===== src/rtl/pacman_collision_if.sv =====
// Signal bundle between the sprite movers/renderer and the collision controller.
// The controller takes the slave side: it reads positions and frame strobes, and drives game state.
interface pacman_collision_if #(
   parameter int NUM_GHOSTS = 4
);
   logic                    frame_stb;
   logic [8:0]              x_pac;
   logic [8:0]              y_pac;
   logic [9*NUM_GHOSTS-1:0] x_ghost;
   logic [9*NUM_GHOSTS-1:0] y_ghost;
   logic                    freeze;
   logic                    movers_rst;
   logic                    death_pulse;
   logic [2:0]              hit_id;
   logic [1:0]              lives;
   logic                    game_over;

   modport master (
      output frame_stb, x_pac, y_pac, x_ghost, y_ghost,
      input  freeze, movers_rst, death_pulse, hit_id, lives, game_over
   );

   modport slave (
      input  frame_stb, x_pac, y_pac, x_ghost, y_ghost,
      output freeze, movers_rst, death_pulse, hit_id, lives, game_over
   );
endinterface


===== src/rtl/pacman_collision_ctrl.sv =====
// Pac-Man vs ghost collision controller: on a frame strobe it detects a hit, takes a life,
// freezes play for DEATH_FRAMES strobes, then issues a one-cycle respawn or latches game-over.
module pacman_collision_ctrl #(
   parameter int NUM_GHOSTS   = 4,
   parameter int HIT_DIST     = 6,
   parameter int DEATH_FRAMES = 120,
   parameter int START_LIVES  = 3
) (
   input logic               vga_pix_clk,
   input logic               rst,
   pacman_collision_if.slave bus
);
   localparam int               CNT_W         = $clog2(DEATH_FRAMES + 1);
   localparam logic [9:0]       HIT_DIST_L    = 10'(HIT_DIST);
   localparam logic [CNT_W-1:0] LAST_CNT      = CNT_W'(DEATH_FRAMES - 1);
   localparam logic [1:0]       START_LIVES_L = 2'(START_LIVES);

   typedef enum logic [1:0] {
      PLAYING,
      DYING,
      RESPAWN,
      GAME_OVER
   } state_e;

   // A 10-bit signed difference keeps far-apart sprites far apart (no 9-bit wrap).
   function automatic logic [9:0] abs_diff(input logic [8:0] a, input logic [8:0] b);
      logic signed [9:0] d;
      d = $signed({1'b0, a}) - $signed({1'b0, b});
      return d[9] ? $unsigned(-d) : $unsigned(d);
   endfunction

   state_e           state_q, state_d;
   logic [1:0]       lives_q, lives_d;
   logic [2:0]       hit_id_q, hit_id_d;
   logic [CNT_W-1:0] cnt_q, cnt_d;
   logic             death_pulse_q, death_pulse_d;

   logic             any_hit;
   logic [2:0]       hit_idx;

   // Scan downward so the lowest colliding ghost wins.
   always_comb begin
      any_hit = 1'b0;
      hit_idx = '0;
      for (int i = NUM_GHOSTS - 1; i >= 0; i--) begin
         if ((abs_diff(bus.x_pac, bus.x_ghost[9*i +: 9]) < HIT_DIST_L) &&
             (abs_diff(bus.y_pac, bus.y_ghost[9*i +: 9]) < HIT_DIST_L)) begin
            any_hit = 1'b1;
            hit_idx = 3'(i);
         end
      end
   end

   always_ff @(posedge vga_pix_clk) begin
      if (rst) begin
         state_q       <= PLAYING;
         lives_q       <= START_LIVES_L;
         hit_id_q      <= '0;
         cnt_q         <= '0;
         death_pulse_q <= 1'b0;
      end else begin
         state_q       <= state_d;
         lives_q       <= lives_d;
         hit_id_q      <= hit_id_d;
         cnt_q         <= cnt_d;
         death_pulse_q <= death_pulse_d;
      end
   end

   always_comb begin
      state_d       = state_q;
      lives_d       = lives_q;
      hit_id_d      = hit_id_q;
      cnt_d         = cnt_q;
      death_pulse_d = 1'b0;
      unique case (state_q)
         PLAYING: begin
            if (bus.frame_stb && any_hit) begin
               state_d       = DYING;
               hit_id_d      = hit_idx;
               lives_d       = (lives_q != 2'd0) ? lives_q - 2'd1 : 2'd0;
               cnt_d         = '0;
               death_pulse_d = 1'b1;
            end
         end
         DYING: begin
            if (bus.frame_stb) begin
               cnt_d = cnt_q + 1'b1;
               if (cnt_q == LAST_CNT) begin
                  state_d = (lives_q == 2'd0) ? GAME_OVER : RESPAWN;
               end
            end
         end
         RESPAWN:   state_d = PLAYING;
         GAME_OVER: state_d = GAME_OVER;
         default:   state_d = PLAYING;
      endcase
   end

   // Outputs decode registered state only; nothing is combinational from the inputs.
   assign bus.freeze      = (state_q != PLAYING);
   assign bus.movers_rst  = (state_q == RESPAWN);
   assign bus.game_over   = (state_q == GAME_OVER);
   assign bus.death_pulse = death_pulse_q;
   assign bus.hit_id      = hit_id_q;
   assign bus.lives       = lives_q;
endmodule

===== src/flat_wrapper.sv =====
// flat-port wrapper written by rule: the top's interface ports become plain ports
module pacman_collision_ctrl_flat 
#(
   parameter int NUM_GHOSTS   = 4,
   parameter int HIT_DIST     = 6,
   parameter int DEATH_FRAMES = 120,
   parameter int START_LIVES  = 3
)
  (vga_pix_clk, rst, bus_frame_stb, bus_x_pac, bus_y_pac, bus_x_ghost, bus_y_ghost, bus_freeze, bus_movers_rst, bus_death_pulse, bus_hit_id, bus_lives, bus_game_over);
  pacman_collision_if #(.NUM_GHOSTS(NUM_GHOSTS)) bus_i ();
  input logic vga_pix_clk;
  input logic rst;
  input wire logic [$bits(bus_i.frame_stb)-1:0] bus_frame_stb;
  input wire logic [$bits(bus_i.x_pac)-1:0] bus_x_pac;
  input wire logic [$bits(bus_i.y_pac)-1:0] bus_y_pac;
  input wire logic [$bits(bus_i.x_ghost)-1:0] bus_x_ghost;
  input wire logic [$bits(bus_i.y_ghost)-1:0] bus_y_ghost;
  output wire logic [$bits(bus_i.freeze)-1:0] bus_freeze;
  output wire logic [$bits(bus_i.movers_rst)-1:0] bus_movers_rst;
  output wire logic [$bits(bus_i.death_pulse)-1:0] bus_death_pulse;
  output wire logic [$bits(bus_i.hit_id)-1:0] bus_hit_id;
  output wire logic [$bits(bus_i.lives)-1:0] bus_lives;
  output wire logic [$bits(bus_i.game_over)-1:0] bus_game_over;
  assign bus_i.frame_stb = bus_frame_stb;
  assign bus_i.x_pac = bus_x_pac;
  assign bus_i.y_pac = bus_y_pac;
  assign bus_i.x_ghost = bus_x_ghost;
  assign bus_i.y_ghost = bus_y_ghost;
  assign bus_freeze = bus_i.freeze;
  assign bus_movers_rst = bus_i.movers_rst;
  assign bus_death_pulse = bus_i.death_pulse;
  assign bus_hit_id = bus_i.hit_id;
  assign bus_lives = bus_i.lives;
  assign bus_game_over = bus_i.game_over;
  pacman_collision_ctrl #(.NUM_GHOSTS(NUM_GHOSTS), .HIT_DIST(HIT_DIST), .DEATH_FRAMES(DEATH_FRAMES), .START_LIVES(START_LIVES)) u_core (.vga_pix_clk(vga_pix_clk), .rst(rst), .bus(bus_i));
endmodule

===== config.mk =====
export PLATFORM = sky130hd
export DESIGN_NAME = pacman_collision_ctrl_flat
export DESIGN_NICKNAME = d
export VERILOG_FILES = /design/src/rtl/pacman_collision_if.sv /design/src/rtl/pacman_collision_ctrl.sv /design/src/flat_wrapper.sv
export SDC_FILE = /design/constraint.sdc
export NUM_CORES = 1
export LEC_CHECK = 0
export CELL_PAD_IN_SITES_DETAIL_PLACEMENT = 0
export CELL_PAD_IN_SITES_GLOBAL_PLACEMENT = 1
export CORE_ASPECT_RATIO = 0.75
export CORE_MARGIN = 5
export CORE_UTILIZATION = 38
export CTS_CLUSTER_SIZE = 12
export DETAILED_ROUTE_END_ITERATION = 10
export PLACE_DENSITY_LB_ADDON = 0.3
export SKIP_CTS_REPAIR_TIMING = 1
export SLEW_MARGIN = 20
export SYNTH_ARGS = -nofsm -noshare
export SYNTH_HDL_FRONTEND = slang
export SYNTH_SLANG_ARGS = --single-unit

===== constraint.sdc =====
create_clock -name vga_pix_clk -period 6.9 [get_ports vga_pix_clk]
set_input_delay 0.69 -clock vga_pix_clk [delete_from_list [all_inputs] [get_ports vga_pix_clk]]
set_output_delay 0.69 -clock vga_pix_clk [all_outputs]
set_load 0.01 [all_outputs]

# Word level (Yosys, flattened, before mapping)
# Index checks and enable logic that the tools add are counted.
# Widths: inputs -> output; s select.
# word_totals
regBits	15
input_bits	93
word_cells	79
out_inout_bits	9
# op_classes
muxes	26
n_reduce_logical	14
bitwise	1
add_sub_neg	18
magnitude_cmp	8
eq_ne	7
# ops
cell	n
$lt 10x3->1 const B	8
$mux 10	8
$neg 10->10	8
$sub 9x9->10	8
$mux 2	8
$mux 7	2
$pmux 7 s2	1
$pmux 2 s4	1
$add 7x1->7 const B	1
$eq 7x7->1 const B	1
$mux 1	6
$reduce_and 3->1	2
$reduce_bool 2->1	3
$logic_and 1x1->1	5
$eq 2x2->1 const B	2
$logic_not 2->1	2
$ne 2x1->1 const B	2
$eq 2x1->1 const B	1
$ne 2x2->1 const B	1
$reduce_and 2->1	1
$reduce_or 2->1	1
$sub 2x1->2 const B	1
$not 1->1	1

# Depth between registers and ports, before layout
# Gate-level depths: netlist of run 1.
# logic_depth
ltp_word	12
mapped_depth	15

# Worst setup path after synthesis of run 1
# Ideal clock, no wire load.
# synth_timing
kind	in2reg
start	input bus_y_pac[0]
end	register u_core.lives_q[0], in the netlist u_core.bus.lives[0]
n_path_buf	0
path_stages	14
required_ps	6780
arrival_ps	3922
slack_ps	2859
path_cell_list	inv_1 ha_1 inv_1 fa_1 a21o_2 a211o_1 a221o_1 a221o_1 a2111oi_2 o21ai_1 a2111o_1 nor3_2 o41ai_2 a211o_1
# synth_between
elab_chain_len	11
word_cells_on_any_way	26
# synth_lines
element	line_no	source
from (decl)	flat_wrapper.sv:15	input wire logic [$bits(bus_i.y_pac)-1:0] bus_y_pac;
$sub 9x9->10	pacman_collision_ctrl.sv:28	d = $signed({1'b0, a}) - $signed({1'b0, b});
$neg 10->10	pacman_collision_ctrl.sv:29	return d[9] ? $unsigned(-d) : $unsigned(d);
$mux 10	pacman_collision_ctrl.sv:29	
$lt 10x3->1	pacman_collision_ctrl.sv:47	(abs_diff(bus.y_pac, bus.y_ghost[9*i +: 9]) < HIT_DIST_L)) begin
$logic_and 1x1->1	pacman_collision_ctrl.sv:46	if ((abs_diff(bus.x_pac, bus.x_ghost[9*i +: 9]) < HIT_DIST_L) &&
$mux 1 (3 in a row)	pacman_collision_ctrl.sv:46	
$mux 1 *	pacman_collision_ctrl.sv:46	
$logic_and 1x1->1 *	pacman_collision_ctrl.sv:78	if (bus.frame_stb && any_hit) begin
$reduce_and 2->1 (no line) *	-	
to (signal assigned)	pacman_collision_ctrl.sv:63	lives_q <= lives_d;
to (decl)	pacman_collision_ctrl.sv:33	logic [1:0] lives_q, lives_d;
# Every way passes the cells marked *; elsewhere a longest branch is shown, timed or not.
# A chain may end at the register's enable or synchronous reset.

# Worst setup path in the final report of run 1
# layout_timing
start	input bus_x_pac[1]
end	register u_core.lives_q[0], in the netlist u_core.bus.lives[0]
# layout_between
elab_chain_len	11
word_cells_on_any_way	26
# layout_lines
element	line_no	source
from (decl)	flat_wrapper.sv:14	input wire logic [$bits(bus_i.x_pac)-1:0] bus_x_pac;
$sub 9x9->10	pacman_collision_ctrl.sv:28	
$neg 10->10	pacman_collision_ctrl.sv:29	
$mux 10	pacman_collision_ctrl.sv:29	
$lt 10x3->1	pacman_collision_ctrl.sv:46	
$logic_and 1x1->1	pacman_collision_ctrl.sv:46	
$mux 1 (3 in a row)	pacman_collision_ctrl.sv:46	
$mux 1 *	pacman_collision_ctrl.sv:46	
$logic_and 1x1->1 *	pacman_collision_ctrl.sv:78	
$reduce_and 2->1 (no line) *	-	
# Marked as above.

==> out/qor.yml, run 1 <==
pwr_density_cell_nw_per_um2: 118
period_minus_slack_ps: 4780
p_leak_nw: 3.25
top_layer: "met4"
fmax_mhz: 209
wl_met3_um: 607
final_layout_size_suffix_gt1_share_pct: 4.20
drtIter0Drc: 392
gp_congestion: 0.820
status: "finished, final reports clean"
syn-num-nets: 1052
via_per_inst: 5.56
worst_pin_slew_ps: 767
syn_area_um2: 6220
vias: 6464
wl_per_cell_um: 14.7
hold_class: "reg -> reg"
root_buffer: "clkbuf_16"
globalRouteOverflowTotal: 0
holdPathStages: 1
reg2reg_to: "u_core.bus.lives[0]"
final_nets: 1135
dpl.hpwl_mm: 14.5
slew-limit-headroom_pct: 48.6
die_y_um: 121
cp_data_required_time_ps: 7030
grtUsageTotal_pct: 17.5
clk_pin_slew_ps: 50
critPathArrivalTime_ps: 4910
regArea_um2: 280
clock-sinks: 14
hold_viol: 0
ant_nets: 0
synth_warnings: 0
setup_viol_count_final: 0
slew_violations: 0
fillers: 1629
cts_tree: "yes"
antenna_found_initial: 0
netlist_top_cells_area: "ha_1 (16%), inv_1 (6.2%), dfxtp_1 (4.5%)"
finalSetupTns_ps: 0
worstPathMaxFanout: 8
multi_input_area_um2: 5450
wirelength_met1_mm: 9.44
first_pass_iters: 5
crit_type: "in -> reg"
n_antenna_cell: 0
cts-htree-levels: 1
peakVddDrop_v: 0.000101
rows: 40
final_cell_mix: "inv_1 (103), clkdlybuf4s50_1 (100), ha_1 (81)"
end_kind: "flop"
dr_wl_met2_mm: 6.98
finalCritPeriodShare_pct: 69.2
grt_pass1_wl_mm: 28.4
die_w_um: 158
synth-edff-count: 0
cts_buffers: 3
grt_pass1_vias: 5767
ys_seq_area_share_pct: 4.51
synth_top_area_share_pct: 16.3
synth_ff_type: "dfxtp_1"
cts_max_path_buffers: 2
postRouteWirelength_mm: 17.1
synth_top_area_cell: "ha_1"
ys_ff_latch: 14
route.detailed.drc: 0
grt_max_degree: 11
setup.worst_path.start_class: "primary input"
synth_cell_types: 95
hold-worst-slack_ps: 512
coreArea_um2: 16100
syn_inst: 870
min_from: "u_core.cnt_q[0]"
crit-reg2reg-launch: "u_core.state_q[1]"
initial_utilization_pct: 38.7
drv_cap: 0
boundaryPins: 102
place.port_buffers: 100
grt_setup_unrepaired: "false"
final_common_cell: "inv_1"
areaGrowthSynthToFinish_pct: 20.1
reg2reg_setup_slack_ps: 5250
clk_latency_ps: 240
die-area_um2: 19100
async_flop_share_pct: 0
skew_ps: 1.65
reg2reg_depth: 4
syn_avg_cell_area_um2: 7.15
whs_endpoint: "u_core.cnt_q[0]"
power breakdown:
| part | total (mW) | internal, mW | switching, mW |
|---|---|---|---|
| clock | 0.119 | 0.0876 | 0.0317 |
| sequential | 0.0812 | 0.0811 | 0.0000609 |
| combinational | 0.684 | 0.304 | 0.381 |
| total | 0.885 | 0.473 | 0.412 |
layout make-up:
cell class	instances	area share [%]
clock buffers	4	1.19
inverters	103	5.18
repair buffers	100	13.4
well taps	210	3.52
multi-input cells	731	73.0
flip-flops and latches	14	3.75
worst max-delay path, cell delays in order:
cell	delay, ps
clkdlybuf4s50_1	750
fa_1	630
a21o_1	220
a221oi_2	280
xnor2_1	160
a211o_1	280
or4b_1	470
nand3b_1	100
nand4_1	120
nor4_2	630
o41ai_2	250
a211o_1	320
registers in the layout (all words and copies together) (netlist names):
signal,cells
u_core.bus.death_pulse,1
u_core.bus.hit_id,2
u_core.bus.lives,2
u_core.cnt_q,7
u_core.state_q,2
per-stage QoR:
step	util, %	worst slack [ps]	total power [mW]	std cells	instance area [um^2]
2_1_floorplan	-	2860	0.588	870	6220
3_3_place_gp	45.9	1930	0.764	1158	7380
3_5_place_dp	45.9	1920	0.760	1158	7380
4_1_cts	46.5	2170	0.884	1162	7470
5_1_grt	46.5	1790	0.976	1162	7470
6_report	46.5	2120	0.885	1162	7470
how the worst max path moves through the flow:
| stage | startpoint | end | slack (ps) |
|---|---|---|---|
| after CTS | bus_x_pac[1] | u_core.bus.lives[0] | 2170 |
| after detailed placement | bus_x_pac[1] | u_core.bus.lives[0] | 1920 |
| final | bus_x_pac[1] | u_core.bus.lives[0] | 2120 |
| after floorplan | bus_y_pac[0] | u_core.bus.lives[0] | 2860 |
| after global placement | bus_y_pac[0] | u_core.bus.lives[0] | 1930 |
| after global routing | bus_y_pac[0] | u_core.bus.lives[1] | 1790 |
kinds of logic after synthesis:
logic type	Yosys count	share of synthesized area, %
fa+ha+maj	89	18.9
buf+inv	125	7.87
simple gates	300	26.0
other cells	1	0.0603
xor+xnor	48	6.98
mux	15	2.51
compound gates	278	33.2
flops	14	4.51
Yosys cell counts (all sizes together) (9+ instances only):
cell and instances:
a21o 20, dfxtp 14, a31oi 9, nor3 18, nor3b 11, nand2b 17, xnor2 27, o21a 18
or2 12, inv 103, mux2i 10, o2111ai 12, or3 15, and2 12, nor2b 12, clkbuf 17
nand4 13, xor2 20, o211ai 14, nand2 61, nand3 30, nor4 10, a211oi 10, a21oi 53
ha 81, a211o 10, nor2 55, o21ai 41
layer usage:
layer | global-route usage [%] | up-vias
li1 | - | 3422
met1 | 28.4 | 2916
met2 | 26.4 | 120
met3 | 1.04 | 6
met4 | 0.699 | 0
met5 | 0 | -
No activity file was read; power rests on OpenSTA's default activity.
==> run 2: changes to the inputs <==
==> constraint.sdc (replaced) <==
create_clock -name vga_pix_clk -period 4.5 [get_ports vga_pix_clk]
set_input_delay 0.45 -clock vga_pix_clk [delete_from_list [all_inputs] [get_ports vga_pix_clk]]
set_output_delay 0.45 -clock vga_pix_clk [all_outputs]
set_load 0.01 [all_outputs]
==> run 2 against run 1 <==
Total power up 57%. Worst setup slack worse by 1800 ps. Wire length up 2.3%. Final cell count up 2.8%. Clock power up 37%. Clock skew about the same. Largest power group unchanged. Combinational power up 61%. Utilization up 1.6 points. Final area up 3.4%. Sequential power up 54%. Largest cell class unchanged. Global-route usage up 0.22 points.
==> out/qor.yml, run 2 (same netlist as run 1, synthesis figures left out) <==
pwr_density_cell_nw_per_um2: 180  # +52%
globalRouteOverflowTotal: 0  # unchanged
peakVddDrop_v: 0.000111  # +10%
drtIter0Drc: 377  # -3.8%
critPathArrivalTime_ps: 4400  # -510 ps
final_nets: 1169  # +3.0%
largest_register_ffs: 7  # unchanged
final_common_cell: "inv_1"
areaGrowthSynthToFinish_pct: 24.2
hold_class: "reg -> reg"
gp_congestion: 0.897  # +9.4%
use_met1_pct: 28.3  # -0.10 points
slew_violations: 0  # unchanged
path_buf_inv: 3  # +2
reg2reg_depth: 4  # unchanged
p_total_mw: 1.39  # +57%
fmax_mhz: 238
cts_max_path_buffers: 2  # unchanged
clock-sinks: 14  # unchanged
top_register: "u_core.cnt_q"
setup.worst_path.start_class: "primary input"
via_per_inst: 5.54  # -0.46%
finalSetupTns_ps: 0  # unchanged
fin_ws_ps: 290  # -1830 ps
final_cell_mix: "inv_1 (103), clkdlybuf4s50_1 (100), ha_1 (81)"
end_kind: "flop"
hold_viol: 0  # unchanged
grt_setup_unrepaired: "false"
clk_latency_ps: 240  # about the same
place.port_buffers: 100  # unchanged
utilization_pct: 48.1  # +1.6 points
crit_family: "compound AO/OA/AOI/OAI gates"
met2_usage_pct: 26.9  # +0.48 points
dpl_cell_area_um2: 7650  # +3.6%
setup_viol_count_final: 0  # unchanged
grt_pass1_wl_mm: 28.7  # +1.0%
use_met3_pct: 1.22  # +0.18 points
post_layout_nonfiller_instances: 1195  # +2.8%
reg2reg_to: "u_core.bus.lives[0]"
coreArea_um2: 16100  # unchanged
grt_max_degree: 11  # unchanged
die_y_um: 121  # unchanged
route.detailed.drc: 0  # unchanged
p_leak_nw: 3.41  # +4.9%
n_antenna_cell: 0  # unchanged
path_cells: "clkdlybuf4s50_1, inv_1, ha_1, inv_1, fa_1, a21o_2, a211o_1, a221o_1, a221o_1, a2111oi_2, o21ai_1, a2111o_1, o32ai_2, o31ai_1, nor3b_2, a211o_1"
reg2reg_setup_slack_ps: 2860  # -2390 ps
grt_pass1_vias: 5990  # +3.9%
wl_per_cell_um: 14.6  # -0.56%
min_from: "u_core.cnt_q[0]"
die-area_um2: 19100  # unchanged
cts_tree: "yes"
cp_data_required_time_ps: 4690  # -2340 ps
worstPathMaxFanout: 4  # -4
grt-busiest-layer: "met1"
finalCritPeriodShare_pct: 93.6
p_sw_share_pct: 46.2  # -0.37 points
whs_endpoint: "u_core.cnt_q[0]"
skew_ps: 1.50  # -0.154 ps
cpMaxStageDelayCell: "fa_1"
finalInstanceArea_um2: 7720  # +3.4%
crit-reg2reg-launch: "u_core.state_q[1]"
cts_buffers: 3  # unchanged
p_comb_share_pct: 79.3  # +2.0 points
drv_cap: 0  # unchanged
slew-limit-headroom_pct: 52.7  # +4.0 points
final_layout_size_suffix_gt1_share_pct: 7.41  # +3.2 points
vias: 6617  # +2.4%
antenna_found_initial: 0  # unchanged
dpl.cell_count: 1192  # +2.9%
holdPathStages: 1  # unchanged
first_pass_iters: 4  # -1
period_minus_slack_ps: 4210
intPower_mw: 0.746  # +58%
worst_pin_slew_ps: 710  # -57.0 ps
clk_pin_slew_ps: 40  # about the same
clkPwrFrac_pct: 11.8  # -1.7 points
pwr-share-seq_pct: 9.0  # -0.2 points
grtUsageTotal_pct: 17.8  # +0.22 points
boundaryPins: 102  # unchanged
dpl.hpwl_mm: 15.1  # +4.2%
power.switching_mw: 0.641  # +56%
critPathMaxStageDelay_ps: 440  # -310 ps
status: "finished, final reports clean"
initial_utilization_pct: 38.7  # unchanged
root_buffer: "clkbuf_16"
hold-worst-slack_ps: 518  # +5.61 ps
die_w_um: 158  # unchanged
cts-htree-levels: 1  # unchanged
postRouteWirelength_mm: 17.5  # +2.3%
pre_cts_ws_ps: 31.4  # -1890 ps
rows: 40  # unchanged
crit_type: "in -> reg"
ant_nets: 0  # unchanged
run 2: layout make-up:
class	instances	area (um^2)
clock buffer	3	75.1
fill	1607	8340
inverter	103	387
multi-input combinational	731	5450
sequential	14	280
tap	210	263
timing repair buffer	134	1270
run 2: worst max path at each step:
stage	to	startpoint	depth (start not counted)	slack [ps]
final	u_core.bus.lives[0]	bus_y_pac[0]	16	290
after global routing	u_core.bus.lives[0]	bus_x_pac[0]	16	10
after CTS	u_core.bus.lives[0]	bus_y_pac[0]	16	280
after detailed placement	u_core.bus.lives[1]	bus_y_pac[0]	16	30
after global placement	u_core.cnt_q[5]	bus_x_pac[0]	17	140
after floorplan	u_core.bus.lives[0]	bus_y_pac[0]	14	700
run 2: power by group through the flow:
| stage | Clock (mW) | Combinational (mW) | Sequential (mW) |
|---|---|---|---|
| global placement | 0 | 1.09 | 0.127 |
| floorplan | 0 | 0.775 | 0.127 |
| global route | 0.175 | 1.23 | 0.124 |
| detailed placement | 0 | 1.09 | 0.127 |
| CTS | 0.167 | 1.10 | 0.125 |
| finish | 0.163 | 1.10 | 0.125 |
run 2: per-layer routing:
layer / share of wire, % / wire [um]
met5: 0 / 0
met3: 4.4 / 763
met1: 54 / 9450
met2: 41 / 7170
met4: 0.41 / 72
==> run 3: changes to the inputs <==
--- a/config.mk
+++ b/config.mk
@@ -7,9 +7,9 @@
 export LEC_CHECK = 0
 export CELL_PAD_IN_SITES_DETAIL_PLACEMENT = 0
 export CELL_PAD_IN_SITES_GLOBAL_PLACEMENT = 1
-export CORE_ASPECT_RATIO = 0.75
 export CORE_MARGIN = 5
 export CORE_UTILIZATION = 38
+export CTS_BUF_LIST = sky130_fd_sc_hd__clkbuf_8
 export CTS_CLUSTER_SIZE = 12
 export DETAILED_ROUTE_END_ITERATION = 10
 export PLACE_DENSITY_LB_ADDON = 0.3
==> run 3 against run 2 <==
Final area fell by 0.39%. Sequential cell count unchanged. First-iteration DRC count is 11% lower. Maximum frequency about the same.
==> out/qor.yml, run 3 (same netlist as run 1, synthesis figures left out) <==
status: "finished, final reports clean"
final_common_cell: "inv_1"
die-area_um2: 19000  # -0.14%
antenna_found_initial: 0  # unchanged
pwr_density_cell_nw_per_um2: 176  # -2.1%
grt_pass1_vias: 6074  # +1.4%
gp_congestion: 0.833  # -7.2%
setup.worst_path.start_class: "primary input"
crit_type: "in -> reg"
worst_pin_slew_ps: 596  # -114 ps
grtUsageTotal_pct: 17.9  # +0.14 points
fillers: 1640  # +2.1%
areaGrowthSynthToFinish_pct: 23.7
globalRouteOverflowTotal: 0  # unchanged
die_w_um: 138  # -13%
setup_viol_count_final: 0  # unchanged
worstPathMaxFanout: 5  # +1
critPathArrivalTime_ps: 4350  # -50 ps
final_cell_mix: "inv_1 (103), clkdlybuf4s50_1 (100), ha_1 (81)"
grt_setup_unrepaired: "true"
finalCritPeriodShare_pct: 93.6  # about the same
peakVddDrop_v: 0.0000794  # -29%
cts_max_path_buffers: 2  # unchanged
drv_cap: 0  # unchanged
die_y_um: 138  # +14%
drtIter0Drc: 337  # -11%
grt_max_degree: 11  # unchanged
slew-limit-headroom_pct: 59.8  # +7.2 points
postRouteWirelength_mm: 17.4  # -0.40%
skew_ps: 3.00  # +1.50 ps
dpl_cell_area_um2: 7630  # -0.29%
cts_tree: "yes"
initial_utilization_pct: 39.0  # +0.30 points
dpl.hpwl_mm: 14.9  # -1.3%
hold_class: "reg -> reg"
critPathMaxStageDelay_ps: 490  # +50 ps
clk_pin_slew_ps: 60  # +20 ps
first_pass_iters: 5  # +1
place.port_buffers: 100  # unchanged
ant_nets: 0  # unchanged
hold-worst-slack_ps: 520  # +2.41 ps
slew_violations: 0  # unchanged
clk_latency_ps: 250  # about the same
cp_data_required_time_ps: 4640  # -50 ps
period_minus_slack_ps: 4210  # +1.13 ps
wl_per_cell_um: 14.5  # -0.65%
clock-sinks: 14  # unchanged
via_per_inst: 5.47  # -1.3%
top_register: "u_core.cnt_q"
final_nets: 1165  # -0.34%
cts-htree-levels: 1  # unchanged
coreArea_um2: 15900  # -0.76%
n_antenna_cell: 0  # unchanged
p_leak_nw: 3.39  # -0.79%
vias: 6548  # -1.0%
largest_register_ffs: 7  # unchanged
route.detailed.drc: 0  # unchanged
grt_pass1_wl_mm: 28.6  # -0.29%
hold_viol: 0  # unchanged
cts_buffers: 3  # unchanged
multi_input_area_um2: 5460  # +0.23%
critPathMostFrequentCell: "inv_1"
boundaryPins: 102  # unchanged
end_kind: "flop"
p_total_mw: 1.35  # -2.5%
final_layout_size_suffix_gt1_share_pct: 7.33  # -0.079 points
regArea_um2: 280  # unchanged
rows: 46  # +15%
root_buffer: "clkbuf_8"
path_cells: "clkdlybuf4s50_1, inv_1, ha_1, inv_1, fa_1, inv_1, ha_1, nor4b_1, a41oi_1, buf_4, or4b_1, nand3b_1, nand4_1, nor4_2, buf_12, o41ai_2, a211o_1"
fmax_mhz: 237  # about the same
finalInstanceArea_um2: 7690  # -0.39%
cpMaxStageDelayCell: "or4b_1"
## run 3: changes by cell type in the layout (fill, tap and decap cells not counted), sizes merged
cell / previous run / this run
buf: 34 / 30
clkbuf: 3 / 4
## run 3: final timing paths
path | startpoint | endpoint | slack (ps) | cells after the start
setup / recovery | bus_x_pac[0] | u_core.bus.lives[0] | 290 | 17
hold / removal | u_core.bus.lives[1] | u_core.bus.lives[1] | 520 | 2
setup reg to reg | u_core.state_q[1] | u_core.bus.lives[0] | 2900 | 4
hold reg to reg | u_core.bus.lives[1] | u_core.bus.lives[1] | 520 | 2
## run 3: layer usage
| layer | global-route usage, % | share of wire [%] | vias to the layer above | wire, um |
|---|---|---|---|---|
| met1 | 26.2 | 51 | 2914 | 8820 |
| met5 | 0 | 0 | - | 0 |
| li1 | - | - | 3481 | - |
| met4 | 2.52 | 1.3 | 0 | 218 |
| met3 | 1.52 | 4.8 | 17 | 837 |
| met2 | 29.3 | 43 | 136 | 7510 |
## run 3: worst max-delay path: cells and delay by family
family / cells / cell delay (ps)
AOI/OAI and AO/OA: 3 / 520
buffers and inverters: 6 / 1110
and+or+nand+nor: 5 / 1350
adders and majority gates: 3 / 900
## run 3: stage by stage
stage / setup WS, ps / instances / utilization, % / TNS (ps)
2_1_floorplan: 699 / 870 / - / 0
3_3_place_gp: 85.1 / 1194 / 47.8 / 0
3_5_place_dp: 34.7 / 1194 / 47.8 / 0
4_1_cts: 276 / 1198 / 48.2 / 0
5_1_grt: -3.14 / 1198 / 48.3 / -3.14
6_report: 289 / 1198 / 48.3 / 0
## run 3: area by class of cell
type / instances / area share [%]
clock buffer: 4 / 0.716
inverter: 103 / 5.03
sequential: 14 / 3.64
timing repair buffer: 130 / 16.1
tap: 216 / 3.51
multi-input combinational: 731 / 71.0
## run 3: report_power, final
part	internal, mW	switching, mW	leakage, nW
Clock	0.0775	0.0457	0.0288
Sequential	0.124	0.0000919	0.113
Combinational	0.504	0.601	3.24
Total	0.706	0.647	3.39
